## src/rtl/msx_clk_pkg.sv

```systemverilog
// Shared clock constants and the pause FSM state type for the msx clock-enable generator.
package msx_clk_pkg;

   localparam int CLK21M_HZ       = 21477270;
   localparam int RTC_DIV_DEFAULT = CLK21M_HZ / 10;
   localparam int CPU_DIV_DEFAULT = 6;

   typedef enum logic {CE_RUN, CE_PAUSE} ce_state_t;

endpackage

```

## src/rtl/ce_divider.sv

```systemverilog
// Wrapping 0..DIV-1 counter with a registered one-cycle terminal-count strobe.
// The strobe is high after the edge on which the counter held DIV-1.
module ce_divider #(
   parameter int DIV = 4
) (
   input  logic clk21m,
   input  logic reset,
   output logic tc
);

   localparam int W = (DIV > 1) ? $clog2(DIV) : 1;
   localparam logic [W-1:0] LAST = W'(DIV - 1);

   logic [W-1:0] cnt;

   // Count up, wrap at DIV-1 and flag the wrap one cycle wide.
   always_ff @(posedge clk21m or posedge reset) begin
      if (reset) begin
         cnt <= '0;
         tc  <= 1'b0;
      end else begin
         tc <= (cnt == LAST);
         if (cnt == LAST) cnt <= '0;
         else             cnt <= cnt + W'(1);
      end
   end

endmodule

```

## src/rtl/msx_ce_gen.sv

```systemverilog
// Clock-enable generator for the msx core. All strobes are derived from clk21m,
// are registered and exactly one cycle wide. The pause handshake stops only the
// CPU/PSG enables (ce_3m58_p/n) and only on a whole 3.58 MHz cycle boundary;
// video and RTC enables keep running.
//
// Handshake: pause_req is a level held by the requester until pause_ack equals
// it. Both are sampled/updated only on the P-boundary edge (cnt6 == CPU_DIV-1);
// a pause suppresses that edge's ce_3m58_p, a resume issues it, so the CPU only
// ever sees complete P/N pairs and the last enable before a pause is ce_3m58_n.
module msx_ce_gen
   import msx_clk_pkg::*;
#(
   parameter int RTC_DIV = RTC_DIV_DEFAULT,
   parameter int CPU_DIV = CPU_DIV_DEFAULT
) (
   input  logic      clk21m,
   input  logic      reset,
   input  logic      pause_req,
   output logic      pause_ack,
   output logic      ce_10m7_p,
   output logic      ce_5m39_n,
   output logic      ce_3m58_p,
   output logic      ce_3m58_n,
   output logic      ce_10hz,
   output ce_state_t pause_state
);

   localparam int CW = $clog2(CPU_DIV);
   localparam logic [CW-1:0] P_LAST = CW'(CPU_DIV - 1);
   localparam logic [CW-1:0] N_LAST = CW'(CPU_DIV / 2 - 1);

   logic [CW-1:0] cnt6;
   ce_state_t     state;
   logic          boundary;
   logic          cpu_run;

   assign boundary    = (cnt6 == P_LAST);
   assign cpu_run     = (state == CE_RUN);
   assign pause_state = state;

   // CPU phase counter; its LSB gives the 10.7 MHz strobe so P always lands on one.
   always_ff @(posedge clk21m or posedge reset) begin
      if (reset) begin
         cnt6      <= '0;
         ce_10m7_p <= 1'b0;
      end else begin
         ce_10m7_p <= cnt6[0];
         if (boundary) cnt6 <= '0;
         else          cnt6 <= cnt6 + CW'(1);
      end
   end

   // Pause FSM and CPU strobes; state only moves on the P boundary.
   always_ff @(posedge clk21m or posedge reset) begin
      if (reset) begin
         state     <= CE_RUN;
         pause_ack <= 1'b0;
         ce_3m58_p <= 1'b0;
         ce_3m58_n <= 1'b0;
      end else begin
         ce_3m58_p <= 1'b0;
         ce_3m58_n <= (cnt6 == N_LAST) && cpu_run;
         if (boundary) begin
            case (state)
               CE_RUN: begin
                  if (pause_req) begin
                     state     <= CE_PAUSE;
                     pause_ack <= 1'b1;
                  end else begin
                     ce_3m58_p <= 1'b1;
                  end
               end
               CE_PAUSE: begin
                  if (!pause_req) begin
                     state     <= CE_RUN;
                     pause_ack <= 1'b0;
                     ce_3m58_p <= 1'b1;
                  end
               end
               default: begin
                  state     <= CE_RUN;
                  pause_ack <= 1'b0;
               end
            endcase
         end
      end
   end

   // Pixel enable: free-running divide-by-4, unrelated to the CPU phase.
   ce_divider #(.DIV(4)) u_div_5m39 (
      .clk21m (clk21m),
      .reset  (reset),
      .tc     (ce_5m39_n)
   );

   // RTC tick: never gated by pause.
   ce_divider #(.DIV(RTC_DIV)) u_div_rtc (
      .clk21m (clk21m),
      .reset  (reset),
      .tc     (ce_10hz)
   );

endmodule
```

## config.mk

```make
export PLATFORM = sky130hd
export DESIGN_NAME = msx_ce_gen
export DESIGN_NICKNAME = d
export VERILOG_FILES = /design/src/rtl/msx_clk_pkg.sv /design/src/rtl/ce_divider.sv /design/src/rtl/msx_ce_gen.sv
export SDC_FILE = /design/constraint.sdc
export NUM_CORES = 1
export LEC_CHECK = 0
export ABC_AREA = 1
export CAP_MARGIN = 20
export CORE_MARGIN = 5
export CORE_UTILIZATION = 60
export DETAILED_ROUTE_END_ITERATION = 16
export HOLD_SLACK_MARGIN = 0.12
export PLACE_DENSITY = 0.8
export SYNTH_ARGS = -nofsm -noshare
export SYNTH_HDL_FRONTEND = slang
export SYNTH_SLANG_ARGS = --single-unit
```

## constraint.sdc

```tcl
create_clock -name clk21m -period 4.4 [get_ports clk21m]
set_clock_uncertainty 0.1 [all_clocks]
set_input_delay 0.88 -clock clk21m [delete_from_list [all_inputs] [get_ports clk21m]]
set_output_delay 0.88 -clock clk21m [all_outputs]
set_load 0.01 [all_outputs]
```

==> flow_results.org, run 1 <==
** Status
- Outcome :: finished clean

** Clock tree
- Hold Buf Count CTS :: 0
- TritonCTS clock tree :: yes
- Maximum level of the CTS H-tree :: 2
- After clock tree synthesis, the repair step resized 0 gates.
- Number of clock buffers inserted by TritonCTS :: 5
- Clock tree synthesis found a total of 34 sinks.
- Once the clock tree was built, the setup fixing pass inserted 0 buffers.
- Skew-Pair Late Insertion Delay :: 330 ps
- Maximum clock path buffer count :: 2
- Clock-pin slew was measured on the worst setup and hold paths at 100 ps.
- Clock root cell :: sky130_fd_sc_hd__clkbuf_4

** Worst setup path
- The worst register-to-register path begins at u_div_rtc.cnt[0]$_DFF_PP0_.
- Kind of launch point of the worst setup path :: flop
- Worst endpoint data arrival time :: 1280 ps
- On the critical path the largest part of the delay comes from buffers and inverters.
- Cells traversed along the worst timing path :: clkdlybuf4s50_1
- Slowest stage delay, CP :: 550 ps
- CP required :: 3420 ps
- FF-to-FF End :: u_div_rtc.cnt[7]$_DFF_PP0_
- The slowest stage of the critical path belongs to the cell sky130_fd_sc_hd__clkdlybuf4s50_1.
- CP max FO :: 4
- The worst setup path is captured at an output port.
- The worst register-to-register path has a depth of 7.
- The number of buffers and inverters on the critical path is 1.
- In this run the number of cells on the critical path is 1.
- Crit path kind :: flop to output port
- Worst reg2reg setup slack :: 2630 ps

** Timing
- Pins over their slew limit :: 0
- Maximum clock frequency :: 442.3 MHz
- Setup slack on the critical path of the routed design comes to 2139 ps.
- Setup violations remaining at the end of the flow were counted as 0.
- Share of the clock period used by the worst path after layout :: 51.38%
- Measured against its own limit, the worst slew margin works out to 56.30%.
- Unrepaired setup endpoints after global routing :: no
- Transition time at the pin with the least slew margin :: 654.8 ps
- Total count of hold-check failures in the final report :: 0
- In the final timing run, aggregate negative setup slack is 0 ps.
- The worst path needs 2261 ps of the cycle, external delays included.

** Logic synthesis
- After technology mapping, the gate count stands at 227.
- Synthesis instantiated 21 different standard cells from the library.
- Average footprint of a synthesized cell :: 7.695 sq um
- Yosys mapped a number of flops with a built-in enable equal to 0.
- Most frequently used flop master after synthesis :: sky130_fd_sc_hd__dfrtp_1
- Synthesized Nets :: 233
- Synthesis-stage register bit count :: 34
- The share of the Yosys chip area taken by registers is 48.71%.
- The synthesized netlist occupies a cell area of 0.001747 sq mm.
- For this run, the number of Yosys warnings is 0.
- Fraction of registers with async set or reset after synthesis :: 100.0%

** Pwr
- Seq pwr share :: 57.6%
- Clock Power Share :: 39.9%
- Power density cells :: 280.8 mW/mm^2
- Total leakage power :: 1.001 nW
- Per report_power, the combinational group accounts for 2.5% of the total.
- Sw Share :: 19.62%
- Switch Pwr :: 0.0001073 W
- Peak VDD IR :: 0.2462 mV
- The internal portion of the total power is 0.0004395 W.

** Routing
- Routed Antenna Nets :: 0
- TritonRoute pass-1 iters :: 4
- DRC marker count from the first detailed-route iteration :: 68
- After detailed routing, the average wire length per cell comes to 12.46 um.
- Average vias per placed instance :: 5.196
- Overall via count from detail_route :: 1429
- For this run, design rule violations remaining after detail routing come to 0.
- Total routed wirelength :: 3.426 mm

** Worst hold path
- Worst min-delay path category :: flop to flop
- For hold timing, the worst endpoint is u_div_5m39.cnt[0]$_DFF_PP0_.
- Worst hold stages :: 1
- Source of the worst hold timing path :: u_div_5m39.cnt[0]$_DFF_PP0_

** Finish
- Leaving out fill and tap cells, the most frequent cell in the layout is sky130_fd_sc_hd__nand2_1.
- Total area of sequential cells :: 850.8 sq um
- The finished cells cover 0.001947 sq mm.
- The number of antenna diodes in the final layout is 0.
- The library cells used most frequently in the layout, excluding fill and tap cells, are sky130_fd_sc_hd__nand2_1 (46), sky130_fd_sc_hd__nor2_1 (45), sky130_fd_sc_hd__inv_1 (37), sky130_fd_sc_hd__dfrtp_1 (34), sky130_fd_sc_hd__nand3_1 (18).
- Fraction of final layout cells with drive strength greater than 1 :: 6.557%
- Area taken by multi-input logic gates :: 745.7 sq um
- Area added between synthesis and finish :: 11.46%
- Total Nets Final :: 249
- The filler cells instantiated in the layout total 247.

** Place
- After detailed placement, the total cell area comes to 0.001872 sq mm.
- Pre-CTS setup slack :: 2266 ps
- Placer's final routability congestion estimate :: 0.8821
- IO buf count :: 9
- HPWL reported at the end of detailed placement :: 2.651 mm

** Global route
- Via count of the first global-routing pass :: 1439
- Total global routing track utilization :: 19.65%
- The first global-routing pass estimated 6.327 mm of wire.
- Pin count of the biggest net entering global routing :: 19
- Number of antenna violations at the first check in global routing :: 0
- Overflow left after global routing :: 0

** Floorplan
- Number of top-level design ports :: 10
- In this run the horizontal extent of the chip is 63.96 um.
- The floorplan step defined a die boundary enclosing 0.004090 sq mm.
- Number of cell rows :: 19
- Once the floorplan was initialized, standard cells occupied 62.80% of the core.
- Core Area :: 0.002781 sq mm
- From bottom edge to top edge, the die measures 63.96 um.

** Run
- Max-cap violation count :: 0
==> cell families (layout without fill, tap and decap cells) <==
family / Yosys count / in the layout / synth area share, %
adders and majority gates: 3 / 3 / 2.149
buffers and inverters: 38 / 55 / 8.596
and+or+nand+nor: 131 / 131 / 32.74
DFF: 34 / 34 / 48.71
xor gates and xnor gates: 7 / 7 / 3.510
AOI/OAI and AO/OA: 14 / 14 / 4.298
==> cell type report <==
type                            count  share of cell area (%)
Sequential cell                    34                   43.70
Multi-Input combinational cell    155                   38.30
Inverter                           37                   7.134
Timing Repair Buffer               10                   5.013
Clock buffer                        7                   2.314
Tap cell                           31                   1.992
Clock inverter                      1                   1.542
==> worst register-to-register path: stages, from the launching register on <==
cell	delay, ps
sky130_fd_sc_hd__dfrtp_1	390
sky130_fd_sc_hd__inv_1	130
sky130_fd_sc_hd__ha_1	240
sky130_fd_sc_hd__nand3_1	90
sky130_fd_sc_hd__nor2_1	90
sky130_fd_sc_hd__nand3_1	360
sky130_fd_sc_hd__nand3_1	190
sky130_fd_sc_hd__inv_1	70
==> Yosys cell counts, drive strengths merged (3+ instances only) <==
library cell	instances	area [sq um]
o21ai	8	40.03
dfrtp	34	850.8
nor2	51	211.5
ha	3	37.54
nor3	3	15.01
nand4	9	56.30
nand2	48	185.2
xor2	6	52.55
nand3	18	90.09
inv	37	138.9
a21oi	4	20.02
==> layer usage <==
| metal | up-vias | GRT usage, % | wire [um] |
|---|---|---|---|
| li1 | 738 | - | - |
| met1 | 660 | 25.88 | 1612 |
| met2 | 24 | 30.03 | 1571 |
| met3 | 7 | 6.305 | 174 |
| met4 | 0 | 7.792 | 68 |
| met5 | - | 0 | 0 |
==> worst max-delay path by stage <==
stage / startpoint / to / slack [ps]
2_1_floorplan: reset / ce_10m7_p$_DFF_PP0_ / 2670
3_3_place_gp: reset / u_div_rtc.cnt[21]$_DFF_PP0_ / 2320
3_5_place_dp: reset / u_div_rtc.cnt[16]$_DFF_PP0_ / 2270
4_1_cts: pause_state$_DFFE_PP0N_ / pause_state / 2120
5_1_grt: pause_state$_DFFE_PP0N_ / pause_state / 2050
6_report: pause_state$_DFFE_PP0N_ / pause_state / 2140
==> metrics by stage <==
step / hold WS, ps / util (%) / std cells / total power, W
after global placement: 315.8 / 67.30 / 267 / 0.0003347
after floorplan: 289.3 / - / 227 / 0.0003276
final: 341.8 / 70.00 / 275 / 0.0005467
after global routing: 362.2 / 70.00 / 275 / 0.0005757
after detailed placement: 317.9 / 67.30 / 267 / 0.0003353
after CTS: 346.9 / 70.00 / 275 / 0.0005553
==> registers in the layout, summed over array words and instances (netlist names) <==
register	count
ce_10m7_p	1
ce_3m58_n	1
ce_3m58_p	1
cnt6	3
pause_ack	1
pause_state	1
u_div_5m39.cnt	2
u_div_5m39.tc	1
u_div_rtc.cnt	22
u_div_rtc.tc	1
==> power by group through the flow <==
| stage | Combinational (W) | Sequential (W) | Clock, W |
|---|---|---|---|
| finish | 0.0000137 | 0.000315 | 0.000218 |
| global route | 0.0000160 | 0.000315 | 0.000244 |
| CTS | 0.0000143 | 0.000315 | 0.000226 |
| detailed placement | 0.0000143 | 0.000321 | 0 |
| global placement | 0.0000138 | 0.000321 | 0 |
| floorplan | 0.00000605 | 0.000322 | 0 |
(Power assumes the default switching activity.)
==> run 2: changes to the inputs <==
--- a/config.mk
+++ b/config.mk
@@ -8,10 +8,10 @@
 export ABC_AREA = 1
 export CAP_MARGIN = 20
 export CORE_MARGIN = 5
-export CORE_UTILIZATION = 60
+export CORE_UTILIZATION = 52
 export DETAILED_ROUTE_END_ITERATION = 16
 export HOLD_SLACK_MARGIN = 0.12
-export PLACE_DENSITY = 0.8
+export PLACE_DENSITY = 0.74
 export SYNTH_ARGS = -nofsm -noshare
 export SYNTH_HDL_FRONTEND = slang
 export SYNTH_SLANG_ARGS = --single-unit
==> constraint.sdc (replaced) <==
create_clock -name clk21m -period 1.9 [get_ports clk21m]
set_clock_uncertainty 0.1 [all_clocks]
set_input_delay 0.38 -clock clk21m [delete_from_list [all_inputs] [get_ports clk21m]]
set_output_delay 0.38 -clock clk21m [all_outputs]
set_load 0.01 [all_outputs]
==> run 2 against run 1 <==
Net effect: worst setup slack got worse by 2000 ps; critical endpoint unchanged; global-route usage decreased by 1.9 points; final cell count is 5.5% higher; count of clock-buffer cells in the layout is 2 lower; combinational power up 130%; design area up 2.6%; sequential share of layout area is 1.1 points lower.
==> flow_results.org, run 2 (synthesized netlist as in run 1, its figures left out) <==
** Timing
- Final min period :: 1793 ps
- Max_slew headroom :: 71.86%
- Static timing analysis puts the maximum clock frequency at 557.8 MHz.
- Unrepaired setup endpoints after global routing :: no
- For the final routed database, the setup TNS stands at 0 ps.
- The number of hold violations in the final report came to 0.
- Transition time at the pin with the least slew margin :: 420.9 ps
- Hold Slack :: 302.1 ps
- The count of pins over their slew limit came to 0.
- The final critical path takes up 94.36% of the cycle.
- Number of endpoints failing setup at the final stage :: 0

** Worst setup path
- Together, buffers and inverters on the worst path number 1.
- In this run the worst path has a maximum fanout of 4.
- Slowest stage delay, CP :: 560 ps
- Kind of end point of the critical path :: output port
- Crit path kind :: flop to output port
- At the worst endpoint, the arrival time is 1310 ps.
- Kind of launch point of the worst setup path :: flop
- Largest delay contributor family on the critical path :: buffers and inverters
- Data on the critical path is required at its endpoint by 1420 ps.
- The slowest stage of the critical path is the sky130_fd_sc_hd__clkdlybuf4s50_1 cell.
- Cells traversed along the worst timing path :: clkdlybuf4s50_1

** Finish
- Utilization after layout :: 60.80%
- Biggest registers after layout :: u_div_rtc.cnt: 22 flops, cnt6: 3 flops, u_div_5m39.cnt: 2 flops
- In the final layout, the share of cells above drive strength 1 is 7.377%.
- Final standard cell count with taps included and fillers excluded :: 290
- The finished cells cover 0.001997 sq mm.
- The library cells used most frequently in the layout, excluding fill and tap cells, are sky130_fd_sc_hd__nand2_1 (46), sky130_fd_sc_hd__nor2_1 (45), sky130_fd_sc_hd__inv_1 (37), sky130_fd_sc_hd__dfrtp_1 (34), sky130_fd_sc_hd__nand3_1 (18).
- The library cell used most frequently in the layout, excluding fill and tap cells, is sky130_fd_sc_hd__nand2_1.
- More flip-flops sit in one register than any other, and that register is u_div_rtc.cnt.
- From synthesis to final layout, the design area changed by 14.33%.
- Flip-flop count of the largest register after layout :: 22
- The repair_antennas step left the layout with diodes totalling 0.
- In the final design database the tool counted 249 nets.

** Clock tree
- Clock-pin slew of the registers on the worst-case setup and hold paths :: 110 ps
- TritonCTS built the clock tree.
- No sink is reached through more buffers than the 2 on the longest clock path.
- Clock root cell :: sky130_fd_sc_hd__clkbuf_4
- Maximum level of the CTS H-tree :: 2
- The later pin in the worst-skew pair is clocked with a latency of 350 ps.
- For this design, the CTS-stage hold fixing added 0 buffers.
- Post-CTS timing repair inserted 0 buffers for setup.
- Number of sinks handled by clock tree synthesis :: 34
- Clock tree synthesis inserted a total of 5 buffers.
- Quantity of gates resized following cts :: 0

** Global route
- Pin count of the biggest net entering global routing :: 35
- Overflow left after global routing :: 0
- The via count of the first global-routing pass is 1415.
- The first global-routing pass estimated 6.106 mm of wire.
- Number of antenna violations at the first check in global routing :: 0
- For this run, the total global-route usage over all layers was measured as 17.78%.

** Place
- IO buf count :: 9
- HPWL reported at the end of detailed placement :: 2.607 mm
- In this run the cell area measured after placement is 0.001891 sq mm.
- At the end of routability-driven placement, the weighted congestion stood at 0.8977.
- Placed cells :: 282

** Pwr
- Peak VDD IR :: 0.6669 mV
- Power density cells :: 716.9 mW/mm^2
- Total leakage power :: 1.017 nW

** Run
- Max-cap violation count :: 0

** Routing
- Once detail routing completed, the nets flagged for antenna violations numbered 0.
- Drt wl/cell :: 11.74 um
- Average vias per placed instance :: 5.041
- Summing over every cut layer, the via total after detailed routing is 1462.
- For this run, design rule violations remaining after detail routing come to 0.
- Total routed wirelength :: 3.404 mm
- Before antenna repair, the detailed router went through 4 iterations.
- The first routing iteration left 88 violations.

** Status
- The flow ran to the end, and the final reports show no timing, DRC or antenna violations.

** Floorplan
- The region available for standard cell placement spans 0.003284 sq mm.
- The floorplan has 21 rows.
- 10 I/O pins were placed.
- Die outline width :: 67.96 um
- The die covers 0.004618 sq mm.
- Die Height :: 67.96 um
- Starting utilization of the core area :: 53.18%

** Worst hold path
- Worst min-delay path category :: input pin to asynchronous set/reset pin
run 2: cell types whose count changed in the layout (fill, tap and decap cells not counted), sizes merged:
cell and delta:
clkbuf -2, clkinv +1, bufinv +1
run 2: cell type report:
class	count	area (sq um)
well taps	46	57.56
multi-input cells	155	745.7
clock inverters	3	68.82
inverters	37	138.9
flip-flops and latches	34	850.8
clock buffers	5	37.54
repair buffers	10	97.59
fillers	290	1287
run 2: report_power, final:
| part | total, W | internal, W | switching (W) |
|---|---|---|---|
| combinational | 0.0000314 | 0.0000124 | 0.0000190 |
| sequential | 0.000730 | 0.000726 | 0.00000329 |
| clock | 0.000670 | 0.000411 | 0.000259 |
| total | 0.00143 | 0.00115 | 0.000281 |
run 2: worst paths after layout:
check	start	endpoint	slack [ps]	cells after the start
max in group asynchronous	reset	u_div_rtc.cnt[10]$_DFF_PP0_	1090	3
setup / recovery	pause_state$_DFFE_PP0N_	pause_state	110	1
setup reg to reg	u_div_rtc.cnt[0]$_DFF_PP0_	u_div_rtc.cnt[4]$_DFF_PP0_	200	7
hold / removal	reset	u_div_rtc.cnt[3]$_DFF_PP0_	300	3
min in group clk21m	cnt6[0]$_DFF_PP0_	ce_10m7_p$_DFF_PP0_	330	0
hold reg to reg	cnt6[0]$_DFF_PP0_	ce_10m7_p$_DFF_PP0_	330	0
run 2: per-stage QoR:
step / setup WS, ps / total power, W
after CTS: 105.9 / 0.001439
after global routing: 6.416 / 0.001477
after detailed placement: 192.3 / 0.0007763
after floorplan: 506.2 / 0.0007586
final: 107.2 / 0.001432
after global placement: 292.9 / 0.0007759
run 2: metal layers:
layer / wire length (um) / part of all wire [%] / GRT usage (%)
met1: 1565 / 46 / 22.82
met3: 205 / 6.0 / 4.762
met4: 42 / 1.2 / 6.700
met2: 1591 / 47 / 28.64
met5: 0 / 0 / 0
